[src/rtl/bullet_pkg.sv]
// Shared definitions for the bullet pool: default geometry, direction
// encoding and the free-slot priority picker.
package bullet_pkg;

  localparam int unsigned X_W_DEF   = 11;
  localparam int unsigned Y_W_DEF   = 10;
  localparam int unsigned MAX_X_DEF = 1279;

  typedef enum logic {
    DIR_LEFT  = 1'b0,
    DIR_RIGHT = 1'b1
  } dir_t;

  typedef struct packed {
    logic       found;
    logic [3:0] idx;
  } pick_t;

  // Lowest set bit of a mask (up to 16 slots) as index plus a found flag.
  function automatic pick_t lowest_set(input logic [15:0] mask);
    pick_t r;
    r = '0;
    for (int unsigned i = 0; i < 16; i++) begin
      if (mask[i] && !r.found) begin
        r.found = 1'b1;
        r.idx   = i[3:0];
      end
    end
    return r;
  endfunction

endpackage

[src/rtl/bullet_slot.sv]
// One projectile slot: holds position, direction and alive flag, moves on
// each frame tick and retires itself when it would leave the screen.
module bullet_slot
  import bullet_pkg::*;
#(
  parameter int unsigned X_W    = X_W_DEF,
  parameter int unsigned Y_W    = Y_W_DEF,
  parameter int unsigned MAX_X  = MAX_X_DEF,
  parameter int unsigned STEP_X = 8
) (
  input  logic           clk,
  input  logic           rst_n,
  input  logic           tick,
  input  logic           load,
  input  logic           kill,
  input  logic [X_W-1:0] spawn_x,
  input  logic [Y_W-1:0] spawn_y,
  input  logic           spawn_dir,
  output logic [X_W-1:0] x,
  output logic [Y_W-1:0] y,
  output logic           alive,
  output logic           dir
);

  localparam logic [X_W:0] STEP_W = (X_W+1)'(STEP_X);
  localparam logic [X_W:0] MAX_W  = (X_W+1)'(MAX_X);

  dir_t         dir_q;
  logic [X_W:0] x_fwd;
  logic         off_right;
  logic         off_left;

  // Candidate moves, one bit wider than x so the right edge cannot wrap.
  always_comb begin
    x_fwd     = {1'b0, x} + STEP_W;
    off_right = (x_fwd > MAX_W);
    off_left  = ({1'b0, x} < STEP_W);
  end

  assign dir = dir_q;

  // Kill has priority over everything; otherwise spawn-load or move on tick.
  // Load only ever targets a dead slot, so it never collides with a live kill.
  always_ff @(posedge clk or negedge rst_n) begin
    if (!rst_n) begin
      x     <= '0;
      y     <= '0;
      alive <= 1'b0;
      dir_q <= DIR_LEFT;
    end else if (kill && alive) begin
      alive <= 1'b0;
    end else if (tick) begin
      if (load) begin
        x     <= spawn_x;
        y     <= spawn_y;
        dir_q <= dir_t'(spawn_dir);
        alive <= 1'b1;
      end else if (alive) begin
        if (dir_q == DIR_RIGHT) begin
          if (off_right) alive <= 1'b0;
          else           x     <= x_fwd[X_W-1:0];
        end else begin
          if (off_left)  alive <= 1'b0;
          else           x     <= x - STEP_W[X_W-1:0];
        end
      end
    end
  end

endmodule

[src/rtl/bullet_pool.sv]
// Pool of N_BULLETS projectile slots fed from one spawn source (the player).
// Holds the spawn cooldown, lowest-free-slot arbitration, spawn_ok pulse and
// the packing of per-slot state onto flat output buses.
module bullet_pool
  import bullet_pkg::*;
#(
  parameter int unsigned N_BULLETS = 4,
  parameter int unsigned X_W       = X_W_DEF,
  parameter int unsigned Y_W       = Y_W_DEF,
  parameter int unsigned MAX_X     = MAX_X_DEF,
  parameter int unsigned STEP_X    = 8,
  parameter int unsigned COOLDOWN  = 4
) (
  input  logic                     clk,
  input  logic                     rst_n,
  input  logic                     tick,
  input  logic                     attack,
  input  logic                     defend,
  input  logic                     face,
  input  logic [X_W-1:0]           xPlayer,
  input  logic [Y_W-1:0]           yPlayer,
  input  logic [N_BULLETS-1:0]     kill,
  output logic [N_BULLETS*X_W-1:0] x,
  output logic [N_BULLETS*Y_W-1:0] y,
  output logic [N_BULLETS-1:0]     alive,
  output logic [N_BULLETS-1:0]     dir,
  output logic                     spawn_ok,
  output logic                     full
);

  localparam int unsigned CW = (COOLDOWN > 0) ? $clog2(COOLDOWN + 1) : 1;

  logic [CW-1:0]        cool;
  logic [15:0]          free16;
  pick_t                pick;
  logic                 spawn_go;
  logic [N_BULLETS-1:0] load;

  // Free mask is taken from alive before this tick's retirements, so a slot
  // that retires on a tick only becomes reusable on the following tick.
  always_comb begin
    free16                = '0;
    free16[N_BULLETS-1:0] = ~alive;
    pick                  = lowest_set(free16);
    spawn_go              = tick && attack && !defend && (cool == '0) && pick.found;
  end

  // Cooldown counts down on ticks and reloads on every successful spawn.
  always_ff @(posedge clk or negedge rst_n) begin
    if (!rst_n) begin
      cool     <= '0;
      spawn_ok <= 1'b0;
    end else begin
      spawn_ok <= spawn_go;
      if (tick) begin
        if (spawn_go)          cool <= CW'(COOLDOWN);
        else if (cool != '0)   cool <= cool - CW'(1);
      end
    end
  end

  for (genvar gi = 0; gi < N_BULLETS; gi++) begin : g_slot
    assign load[gi] = spawn_go && (pick.idx == 4'(gi));

    bullet_slot #(
      .X_W    (X_W),
      .Y_W    (Y_W),
      .MAX_X  (MAX_X),
      .STEP_X (STEP_X)
    ) u_slot (
      .clk       (clk),
      .rst_n     (rst_n),
      .tick      (tick),
      .load      (load[gi]),
      .kill      (kill[gi]),
      .spawn_x   (xPlayer),
      .spawn_y   (yPlayer),
      .spawn_dir (face),
      .x         (x[gi*X_W +: X_W]),
      .y         (y[gi*Y_W +: Y_W]),
      .alive     (alive[gi]),
      .dir       (dir[gi])
    );
  end

  assign full = &alive;

endmodule

[config.mk]
export PLATFORM = sky130hd
export DESIGN_NAME = bullet_pool
export DESIGN_NICKNAME = d
export VERILOG_FILES = /design/src/rtl/bullet_pkg.sv /design/src/rtl/bullet_slot.sv /design/src/rtl/bullet_pool.sv
export SDC_FILE = /design/constraint.sdc
export NUM_CORES = 1
export LEC_CHECK = 0
export CAP_MARGIN = 0
export CORE_MARGIN = 2
export CORE_UTILIZATION = 50
export DETAILED_ROUTE_END_ITERATION = 10
export MAX_ROUTING_LAYER = met4
export PLACE_DENSITY = 0.77
export SLEW_MARGIN = 20
export SYNTH_ARGS = -nofsm -noshare
export SYNTH_HDL_FRONTEND = slang
export SYNTH_SLANG_ARGS = --single-unit
[constraint.sdc]
create_clock -name clk -period 6.2 [get_ports clk]
set_input_delay 1.24 -clock clk [delete_from_list [all_inputs] [get_ports clk]]
set_output_delay 1.24 -clock clk [all_outputs]
set_load 0.02 [all_outputs]
# Word level (Yosys, flattened, before mapping)
# Cells that the tools add are included.
# op_classes
addsub	9
n_lt_le_gt_ge	8
eq_ne	11
mux	54
bitwise	5
n_reduce_logical	41
# op_table
cell	n
2-to-1 mux 11 bit	20
adder 11 x 4 -> 12 bit, second input constant	4
> comparator 12 x 11 -> 1 bit, second input constant	4
less-than comparator 11 x 4 -> 1 bit, second input constant	4
subtractor 11 x 4 -> 11 bit, second input constant	4
2-to-1 mux 1 bit	28
2-to-1 mux 5 bit	4
AND reduction 5 bit	4
nonzero test 2 bit	9
logical AND 1 bit	15
inequality test 3 x 1 -> 1 bit, second input constant	4
inequality test 3 x 2 -> 1 bit, second input constant	4
AND reduction 3 bit	4
== test 4 x 2 -> 1 bit, second input constant	2
2-to-1 mux 3 bit	2
== test 4 x 1 -> 1 bit, second input constant	1
logical NOT 1 bit	4
logical NOT 4 bit	1
inverter 1 bit	4
inverter 4 bit	1
AND reduction 4 bit	1
logical NOT 3 bit	1
nonzero test 3 bit	1
subtractor 3 x 1 -> 3 bit, second input constant	1
AND reduction 2 bit	1
# totals
regBits	96
inputBits	31
output_inout_bits	94
word_cells	146

# Longest topological paths before layout
# logic_depth
ltp_word	16
mapped_depth	9
mapped_depth_nobuf	8

# Hierarchy
# From an unflattened synthesis, not the netlist that was laid out.
# unflattened
hier_cells	544
area_unflattened_um2	5554.1
# by_module_without_submodules
module	instances	cells_per_inst	area_per_inst_um2	seq_area_each_um2
bullet_slot at g_slot[0].u_slot ...	3	122	1286.2	575.6
bullet_slot at g_slot[3].u_slot	1	147	1406.3	575.6
bullet_pool	1	31	289.0	100.1

# Least setup slack after synthesis
# No wires, ideal clock.
# synth_timing
kind	input-to-reg
from	input defend
to	register g_slot[2].u_slot.dir_q
setup_ps	125
t_arrival_ps	2593
required_ps	6075
slack_ps	3481
cell_stages	5
n_path_buf	2
cell_sequence	or3_4 or4_4 buf_6 buf_12 mux2_4
# synth_between
elab_chain_cells	6
# synth_rtl
element	line	source
start, declared	bullet_pool.sv:18	input logic defend,
logical NOT 1 bit	bullet_pool.sv:45	spawn_go = tick && attack && !defend && (cool == '0) && pick.found;
logical AND 1 bit (3 in series)	bullet_pool.sv:45	
logical AND 1 bit	bullet_pool.sv:63	assign load[gi] = spawn_go && (pick.idx == 4'(gi));
AND reduction 3 bit (no source line)	--	
end signal, assigned	bullet_slot.sv:56	dir_q <= dir_t'(spawn_dir);
end, declared	bullet_slot.sv:28	dir_t dir_q;
# No other way between the ends.
# A chain may end at the register's enable or synchronous reset.

# Worst setup path after layout
# layout_timing
from	input tick
to	register g_slot[3].u_slot.x[2]
# layout_between
elab_chain_cells	7
word_cells_on_any_way	10
cone_classes	eq/ne (2); mux (1); reduce/logical (7)
# layout_rtl
element	line	source
start, declared	bullet_pool.sv:16	input logic tick,
logical AND 1 bit (4 in series)	bullet_pool.sv:45	
logical AND 1 bit	bullet_pool.sv:63	
inequality test 3 x 2 -> 1 bit (no source line), or another cell as far along	--	
AND reduction 5 bit (no source line)	--	
end signal, assigned	bullet_slot.sv:54	x <= spawn_x;
end signal, assigned	bullet_slot.sv:61	else x <= x_fwd[X_W-1:0];
end signal, assigned	bullet_slot.sv:64	else x <= x - STEP_W[X_W-1:0];
end, declared	bullet_slot.sv:19	output logic [X_W-1:0] x,
# Several ways; a longest one is shown, not always the timed one.

==> metrics.md <==
| Metric | Value |
|---|---|
| Ys Warns | 0 |
| Synth top area cells | dfrtp_1 (46%), mux2_2 (9.1%), xnor2_1 (4.2%) |
| Post-synthesis mux area share | 14.65% |
| CTS tree | yes |
| Layout cells sized above 1 | 14.98% |
| CTS Root Cell | clkbuf_8 |
| Area of the core | 10230 sq um |
| Slew headroom | 45.59% |
| Worst min path class | reg -> reg |
| Area leader, netlist | dfrtp_1 |
| Max Fanout on Critical Path | 31 |
| Final hold vios | 0 |
| Gate Count Post-Synth | 486 |
| Post-Syn Area per Cell | 10.70 sq um |
| Max IR drop VDD | 0.1941 mV |
| Design Area, Final | 6609 sq um |
| Die ar. | 11230 sq um |
| Synth Cell Area | 5201 sq um |
| Synth Area in Simple Gates | 14.00% |
| Total CTS buffers | 9 |
| Max-Cap Viols | 0 |
| Largest family of logic cells by synthesized area | multiplexers |
| Cell area after placement | 6430 sq um |
| Vias in the first global route | 4159 |
| Max-slew violation count | 0 |
| Setup TNS | 0 ns |
| H-tree depth | 3 |
| Final total power | 2150 uW |
| Fin cells | 730 |
| Routability cong. | 0.8930 |
| Via density | 5.670 |
| Syn_nets | 527 |
| Area delta synth->final | 27.06% |
| FMAX | 0.2959 GHz |
| ANT nets after route | 0 |
| Antenna violations before repair | 0 |
| CP Class | in -> reg |
| Min cycle time layout | 3.379 ns |
| Total congestion overflow | 0 |
| Setup crit end kind | register |
| Leak pwr | 0.002809 uW |
| Number of synthesized register bits | 96 |
| Initial Util | 50.84% |
| Top Ports | 125 |
| Count of cell types in the netlist | 63 |
| Int Pwr | 1333 uW |
| Sequential area share after synthesis | 46.19% |
| N_diodes | 0 |
| First-iteration detailed-routing DRC count | 236 |
| Source of the critical timing path | tick |
| CP startpoint kind | input port |
| Outcome | completed |
| Post-synth EDFFs | 0 |
| Final period utilization | 54.50% |
| First-pass GRT wire length | 20780 um |
| Net Switching | 816.5 uW |
| Clock slew at reported path FFs | 0.10 ns |
| Most common cell after layout, fill and taps aside | clkdlybuf4s50_1 |
| Post-cts repair resize count | 0 |
| Worst-Margin Slew | 0.8161 ns |
| IO Port Bufs | 124 |
| Post-Synth XOR/XNOR Area | 6.230% |
| Sw Ratio | 37.98% |
| Die height | 106.0 um |
| Skew final | 0.01242 ns |
| Clock latency on the worst-skew pair | 0.37 ns |
| Most frequent cells in the layout | clkdlybuf4s50_1 (123), dfrtp_1 (96), nor2_1 (50) |
| DPL Wire Length | 9183 um |
| Layout Nets | 631 |
| Comb power frac | 38.8% |
| Reg power frac | 43.5% |
| Req. time, crit path | 6.45 ns |
| First-pass DRT Iterations | 5 |
| Postcts setup bufs | 0 |
| Clock network power share | 17.7% |
| Top FF cell, synth | dfrtp_1 |
| Final setup viols | 0 |
| Vias | 4139 |
| WL per Instance | 17.79 um |
| Share of synthesized registers carrying an async set or reset | 100.0% |
| Hold_sp | g_slot[1].u_slot.y[8] |
| Final WL | 12990 um |
| GRT Total Usage | 24.33% |
| CTS Buffer Depth | 2 |
| Synth top area share | 46.19% |
| Hold Buf Count CTS | 0 |
| Post-synthesis compound-gate area fraction | 11.40% |
| Inst Count DP | 715 |
| Worst endpoint data arrival time | 3.63 ns |
| PwrDens | 325.3 nW/um^2 |
| Die W | 106.0 um |
| RSZ-0062 raised after global routing | false |
| Post-synthesis adder-cell area fraction | 2.406% |
| Largest net degree at the start of global routing | 68 |
| Clock sinks | 96 |
| Core Rows | 37 |
| Critical R2R Launch | cool[0] |
| Residual DRC | 0 |
## worst paths after layout
path / to / slack (ns) / cells after the start
worst max register to register: g_slot[3].u_slot.x[2] / 3.75 / 6
worst min register to register: g_slot[1].u_slot.y[8] / 0.51 / 1
worst min-delay path: g_slot[1].u_slot.y[8] / 0.51 / 1
min in group asynchronous: g_slot[0].u_slot.x[9] / 0.79 / 1
worst max-delay path: g_slot[3].u_slot.x[2] / 2.82 / 5
max in group asynchronous: g_slot[0].u_slot.x[3] / 4.24 / 2
## cell families (layout without fill, tap and decap cells)
group	after synthesis	count (layout)
and+or+nand+nor	141	141
DFF	96	96
AOI/OAI and AO/OA	86	86
muxes	64	64
buffers and inverters	52	160
xor gates and xnor gates	37	37
adders and majority gates	10	10
## critical path, stage by stage
cell and delay (ns):
clkdlybuf4s50_1 0.76, nand2_1 0.09, or3_4 0.36, or3_2 0.74, mux2_1 0.42
## per-stage QoR
step                      utilization (%)  worst slack (ns)  hold slack [ns]
after floorplan                         -             3.481           0.4841
after global placement              62.85             2.348           0.4751
after detailed placement            62.85             2.290           0.4912
after CTS                           64.57             2.692           0.5159
after global routing                64.60             2.738           0.5198
final                               64.60             2.821           0.5109
## per-layer routing
layer  wire, um  vias to the layer above  GRT usage (%)
li1           -                     1930              -
met1       5811                     2009          31.11
met2       5983                      180          37.79
met3        974                       20          7.112
met4        218                        0          7.425
met5          0                        -              -
## state kept, by name (all words and copies together), names as in the netlist
signal / flops
g_slot.u_slot.dir: 4
g_slot.u_slot.alive: 4
spawn_ok: 1
g_slot.u_slot.y: 40
cool: 3
g_slot.u_slot.x: 44
## power groups by stage
stage          logic, uW  clock network [uW]  registers, uW
2_1_floorplan        378                   0           1030
3_3_place_gp         816                   0            933
3_5_place_dp         833                   0            943
4_1_cts              838                 390            932
5_1_grt              896                 415            959
6_report             834                 381            935
## Yosys cell counts, types with 10 or more instances
| master | count |
|---|---|
| nand3_1 | 11 |
| xor2_1 | 12 |
| inv_1 | 19 |
| nor3_1 | 12 |
| nor2_1 | 50 |
| dfrtp_1 | 96 |
| clkbuf_1 | 13 |
| a21oi_1 | 39 |
| nand2_1 | 22 |
| mux2_2 | 42 |
| nand4_1 | 10 |
| ha_1 | 10 |
| xnor2_1 | 25 |
| mux2_4 | 13 |
## cell type report
cell class / count / area (sq um)
clock inverters: 6 / 52.55
flip-flops and latches: 96 / 2402
inverters: 19 / 71.32
well taps: 136 / 170.2
clock buffers: 9 / 123.9
multi-input cells: 338 / 2535
repair buffers: 126 / 1254
fillers: 818 / 3622
(Power assumes the default switching activity.)
